### src/rtl/ntt_pkg.sv
// Shared constants and scheduler state encoding for the NTT polyvec datapath.
package ntt_pkg;

  localparam int unsigned NTT_N       = 256;
  localparam int unsigned KYBER_Q     = 3329;
  localparam int          KYBER_Q_INV = -3327;

  typedef enum logic [1:0] {
    S_IDLE  = 2'd0,
    S_START = 2'd1,
    S_WAIT  = 2'd2,
    S_ERR   = 2'd3
  } sched_state_t;

endpackage

### src/rtl/rr_arbiter.sv
// Combinational rotating-priority arbiter: first set req bit at or after ptr, wrapping at NUM_REQ.
import ntt_pkg::*;

module rr_arbiter #(
  parameter int unsigned NUM_REQ = 3,
  parameter int unsigned IDX_W   = 2
) (
  input  logic [NUM_REQ-1:0] req_i,
  input  logic [IDX_W-1:0]   ptr_i,
  output logic [NUM_REQ-1:0] win_o,
  output logic [IDX_W-1:0]   idx_o,
  output logic               valid_o
);

  logic [IDX_W:0]   pos;
  logic [IDX_W-1:0] slot;

  always_comb begin
    win_o   = '0;
    idx_o   = '0;
    valid_o = 1'b0;
    pos     = '0;
    slot    = '0;
    for (int k = 0; k < int'(NUM_REQ); k++) begin
      // ptr is always < NUM_REQ, so one conditional subtract is a full modulo
      pos = {1'b0, ptr_i} + (IDX_W+1)'(k);
      if (pos >= (IDX_W+1)'(NUM_REQ)) begin
        pos = pos - (IDX_W+1)'(NUM_REQ);
      end
      slot = pos[IDX_W-1:0];
      if (!valid_o && req_i[slot]) begin
        valid_o     = 1'b1;
        win_o[slot] = 1'b1;
        idx_o       = slot;
      end
    end
  end

endmodule

### src/rtl/ntt_rr_sched.sv
// Round-robin scheduler sharing one ntt core among NUM_REQ requesters.
// Optional watchdog (S_ERR, sticky err) is built when NTT_SCHED_TIMEOUT_EN is defined.
import ntt_pkg::*;

module ntt_rr_sched #(
  parameter int unsigned NUM_REQ     = 3,
  parameter int unsigned IDX_W       = 2,
  parameter int unsigned TIMEOUT_CYC = 1024
) (
  input  logic               clk,
  input  logic               rst,
  input  logic [NUM_REQ-1:0] req,
  output logic [NUM_REQ-1:0] gnt,
  output logic [IDX_W-1:0]   sel,
  output logic               ntt_start,
  input  logic               ntt_done,
  output logic [NUM_REQ-1:0] ack,
  output logic               busy,
  output logic               err
);

  if (NUM_REQ < 2 || NUM_REQ > 8 || (1 << IDX_W) < NUM_REQ || TIMEOUT_CYC < 1) begin : g_param_chk
    $error("ntt_rr_sched: illegal parameter combination");
  end

  sched_state_t       state_q, state_d;
  logic [NUM_REQ-1:0] gnt_q, gnt_d;
  logic [IDX_W-1:0]   sel_q, sel_d;
  logic [IDX_W-1:0]   ptr_q, ptr_d;
  logic [IDX_W-1:0]   ptr_next;

  logic [NUM_REQ-1:0] arb_win;
  logic [IDX_W-1:0]   arb_idx;
  logic               arb_valid;

`ifdef NTT_SCHED_TIMEOUT_EN
  localparam int unsigned CNT_W = $clog2(TIMEOUT_CYC + 1);
  logic [CNT_W-1:0] cnt_q, cnt_d;
  logic             err_q, err_d;
`endif

  rr_arbiter #(
    .NUM_REQ (NUM_REQ),
    .IDX_W   (IDX_W)
  ) u_arb (
    .req_i   (req),
    .ptr_i   (ptr_q),
    .win_o   (arb_win),
    .idx_o   (arb_idx),
    .valid_o (arb_valid)
  );

  // Pointer moves just past the requester being served
  assign ptr_next = (sel_q == IDX_W'(NUM_REQ - 1)) ? '0 : sel_q + IDX_W'(1);

  always_ff @(posedge clk or posedge rst) begin
    if (rst) begin
      state_q <= S_IDLE;
      gnt_q   <= '0;
      sel_q   <= '0;
      ptr_q   <= '0;
`ifdef NTT_SCHED_TIMEOUT_EN
      cnt_q   <= '0;
      err_q   <= 1'b0;
`endif
    end else begin
      state_q <= state_d;
      gnt_q   <= gnt_d;
      sel_q   <= sel_d;
      ptr_q   <= ptr_d;
`ifdef NTT_SCHED_TIMEOUT_EN
      cnt_q   <= cnt_d;
      err_q   <= err_d;
`endif
    end
  end

  always_comb begin
    state_d = state_q;
    gnt_d   = gnt_q;
    sel_d   = sel_q;
    ptr_d   = ptr_q;
`ifdef NTT_SCHED_TIMEOUT_EN
    cnt_d   = cnt_q;
    err_d   = err_q;
`endif
    case (state_q)
      S_IDLE: begin
        if (arb_valid) begin
          gnt_d   = arb_win;
          sel_d   = arb_idx;
          state_d = S_START;
        end
      end
      S_START: begin
        state_d = S_WAIT;
`ifdef NTT_SCHED_TIMEOUT_EN
        cnt_d   = '0;
`endif
      end
      S_WAIT: begin
        if (ntt_done) begin
          gnt_d   = '0;
          ptr_d   = ptr_next;
          state_d = S_IDLE;
        end
`ifdef NTT_SCHED_TIMEOUT_EN
        else if (cnt_q == CNT_W'(TIMEOUT_CYC - 1)) begin
          gnt_d   = '0;
          err_d   = 1'b1;
          state_d = S_ERR;
        end else begin
          cnt_d   = cnt_q + CNT_W'(1);
        end
`endif
      end
`ifdef NTT_SCHED_TIMEOUT_EN
      S_ERR: begin
        state_d = S_ERR;
      end
`endif
      default: begin
        state_d = S_IDLE;
      end
    endcase
  end

  // ack is combinational so the requester captures r_out in the done cycle
  always_comb begin
    ntt_start = (state_q == S_START);
    busy      = (state_q != S_IDLE);
    ack       = (state_q == S_WAIT && ntt_done) ? gnt_q : '0;
  end

  assign gnt = gnt_q;
  assign sel = sel_q;
`ifdef NTT_SCHED_TIMEOUT_EN
  assign err = err_q;
`else
  assign err = 1'b0;
`endif

endmodule
### config.mk
export PLATFORM = sky130hd
export DESIGN_NAME = ntt_rr_sched
export DESIGN_NICKNAME = d
export VERILOG_FILES = /design/src/rtl/ntt_pkg.sv /design/src/rtl/rr_arbiter.sv /design/src/rtl/ntt_rr_sched.sv
export SDC_FILE = /design/constraint.sdc
export NUM_CORES = 1
export LEC_CHECK = 0
export CAP_MARGIN = 25
export CELL_PAD_IN_SITES_DETAIL_PLACEMENT = 1
export CELL_PAD_IN_SITES_GLOBAL_PLACEMENT = 2
export CORE_MARGIN = 5
export CORE_UTILIZATION = 25
export CTS_CLUSTER_SIZE = 40
export DETAILED_ROUTE_END_ITERATION = 10
export GPL_TIMING_DRIVEN = 0
export PLACE_DENSITY_LB_ADDON = 0.1
export SYNTH_ARGS = -nofsm -noshare
export SYNTH_HDL_FRONTEND = slang
export SYNTH_HIERARCHICAL = 1
export SYNTH_SLANG_ARGS = --single-unit
### constraint.sdc
create_clock -name clk -period 7.1 [get_ports clk]
set_clock_uncertainty 0.15 [all_clocks]
set_input_delay 0.71 -clock clk [delete_from_list [all_inputs] [get_ports clk]]
set_output_delay 0.71 -clock clk [all_outputs]
set_load 0.03 [all_outputs]
==> flow_metrics.py <==
metrics = {
    "run_status": {
        "outcome": "finished clean",
    },
    "cts": {
        "tritoncts": "yes",
        "root_buffer": "clkbuf_4",
        "postCtsResizedCells": 0,
        "cts_buffers": 3,
        "path_clk_slew_ns": 0.07,
        "cts_setup_buffers": 0,
        "clk_path_buf_depth": 2,
        "cts-htree-levels": 1,
        "clock-sinks": 9,
        "clock_latency_ns": 0.27,
        "cts-hold-fix-buffers": 0,
    },
    "routing": {
        "wl_per_cell_um": 13.26,
        "wirelength_um": 1750,
        "vias": 644,
        "dr.pass1.iters": 4,
        "drt_first_iter_violations": 19,
        "drt-vias-per-instance": 4.879,
        "drc": 0,
        "postRouteAntennaNets": 0,
    },
    "finish": {
        "final_util_pct": 34.30,
        "area_delta_synth_final_pct": 29.03,
        "layout.nets": 112,
        "drive_gt1_share_pct": 18.81,
        "diodes": 0,
        "seq_area_um2": 225.2,
        "multi_input_area_um2": 475.5,
        "fillers": 331,
        "final_area_um2": 962.2,
    },
    "grt": {
        "grt_pass1_wl_um": 2973,
        "antenna_found_initial": 0,
        "grt_pass1_vias": 619,
        "grt_usage_pct": 9.269,
        "grt_max_degree": 10,
        "grt_overflow_total": 0,
    },
    "pwr": {
        "power_density_nw_per_um2": 454.8,
        "p_leak_nw": 0.4404,
        "vdd_ir_drop_max_v": 0.0002103,
    },
    "logic_synthesis": {
        "synth_top_area_cell": "dfrtp_1",
        "netlist_top_cells_count": "a21oi_1, dfrtp_1, nand2_1, o21ai_0, inv_1",
        "syn_area_um2": 745.7,
        "postSynth.asyncResetShare_pct": 100.0,
        "synth_top_area_share_pct": 30.20,
        "synth_cells": 82,
        "synth_nets": 92,
        "synth_ff_type": "dfrtp_1",
        "synth-seq-cells": 9,
        "synth_area_leaders": "dfrtp_1, ha_1, a21oi_1",
        "yosysUniqueCellTypes": 30,
        "synth_seq_area_share_pct": 30.20,
        "synth_area_per_cell_um2": 9.094,
        "ys_warn_count": 6,
        "synth_edf_count": 0,
    },
    "die": {
        "core_area_um2": 2805,
        "rows": 19,
        "io_pins": 17,
        "start_util_pct": 26.58,
        "fp.dieArea_um2": 4175,
        "die_h_um": 64.62,
        "fp.dieW_um": 64.62,
    },
    "worst_setup_path": {
        "startpoint_type": "primary input",
        "path_class": "in -> out",
        "startpoint": "ntt_done",
        "crit_top_cell": "clkdlybuf4s50_1",
        "worstPathMaxFanout": 5,
        "crit_chain": "clkdlybuf4s50_1, and3_1, clkdlybuf4s50_1",
        "crit_slowest_cell": "clkdlybuf4s50_1",
        "cp_top_family": "buffers and inverters",
        "crit_required_ns": 6.24,
        "reg2reg_from": "ptr_q[1]",
        "arrival_ns": 2.07,
        "end_kind": "primary output",
        "max_stage_delay_ns": 0.66,
        "path_buf_inv": 2,
    },
    "place": {
        "hpwl_um": 1458,
        "io_buffer_count": 15,
        "gp_congestion": 0.7049,
        "place_ws_ns": 4.156,
        "placed_cell_area_um2": 934.6,
    },
    "sta": {
        "setup_violations": 0,
        "drv_slew": 0,
        "rsz0062_at_grt": "no",
        "tns_ns": 0,
        "period_needed_ns": 2.933,
        "setup_ws_ns": 4.167,
        "min_period_over_period_pct": 41.31,
        "fmax_mhz": 341.0,
        "hold_viol_final": 0,
    },
    "hold_path": {
        "hp-start": "sel[1]",
        "hp-class": "reg -> reg",
    },
    "run": {
        "max_cap_viol_count": 0,
    },
}
metrics by stage:
step           power, mW  hold slack, ns  cells
2_1_floorplan     0.3182          0.3482     82
3_3_place_gp      0.4023          0.3527    128
3_5_place_dp      0.4016          0.3544    128
4_1_cts           0.4459          0.3667    132
5_1_grt           0.4758          0.3885    132
6_report          0.4376          0.3601    132
registers in the layout (all words and copies together) (netlist names):
register and cells:
gnt 3, sel 2, ptr_q 2, state_q 2
worst reg2reg max path: stages, from the launching register on:
cell and delay, ns:
dfrtp_1 0.41, inv_1 0.09, ha_1 0.16, buf_6 0.14, mux2i_4 0.25, o21ai_2 0.12
or3_1 0.44, nor2b_4 0.17, nor2b_4 0.14, mux2_4 0.29
cells by family (layout without fill, tap and decap cells):
kind of cell,count (synthesis),in the layout,synth area share [%]
simple gates,30,30,26.17
compound gates,25,25,20.64
flops,9,9,30.20
buf+inv,8,27,6.040
mux,5,5,9.732
fa+ha+maj,4,4,6.712
other cells,1,1,0.5029
cell type report:
cell class / instances / share of cell area (%)
buffer: 3 / 2.731
clock buffer: 3 / 2.341
clock inverter: 1 / 0.5202
inverter: 5 / 1.951
multi-input combinational: 65 / 49.41
sequential: 9 / 23.41
tap: 31 / 4.031
timing repair buffer: 15 / 15.60
path summary, 6_finish.rpt:
kind / endpoint / slack, ns / cells past startpoint
min reg2reg: ptr_q[0] / 0.36 / 1
max: ack[1] / 4.17 / 3
min: ptr_q[0] / 0.36 / 1
max in group asynchronous: gnt[2] / 6.00 / 2
min in group asynchronous: state_q[1] / 0.54 / 2
max reg2reg: sel[1] / 4.62 / 9
where the power goes:
| group | switching (mW) | total (mW) | internal (mW) |
|---|---|---|---|
| registers | 0.0206 | 0.0935 | 0.0729 |
| logic | 0.160 | 0.302 | 0.142 |
| clock network | 0.0215 | 0.0423 | 0.0209 |
| total | 0.202 | 0.438 | 0.236 |
layout by cell type, fill, tap and decap left out, types with 3 or more instances in the layout:
cell             count
clkdlybuf4s50_1     15
a21oi_1              9
dfrtp_1              9
nand2_1              6
o21ai_0              6
inv_1                5
and2b_2              4
nand3b_1             4
ha_1                 4
o2bb2ai_1            3
and3_1               3
clkbuf_4             3
nor2_1               3
routing by layer:
metal  track usage [%]  wire length [um]  up-vias  share of wire (%)
li1                  -                 -      323                  -
met1             12.03               835      306                 48
met2             14.05               826       10                 47
met3             2.591                54        5                3.1
met4             4.749                34        0                1.9
met5                 0                 0        -                  0
Power figures use the tool's default switching activity.
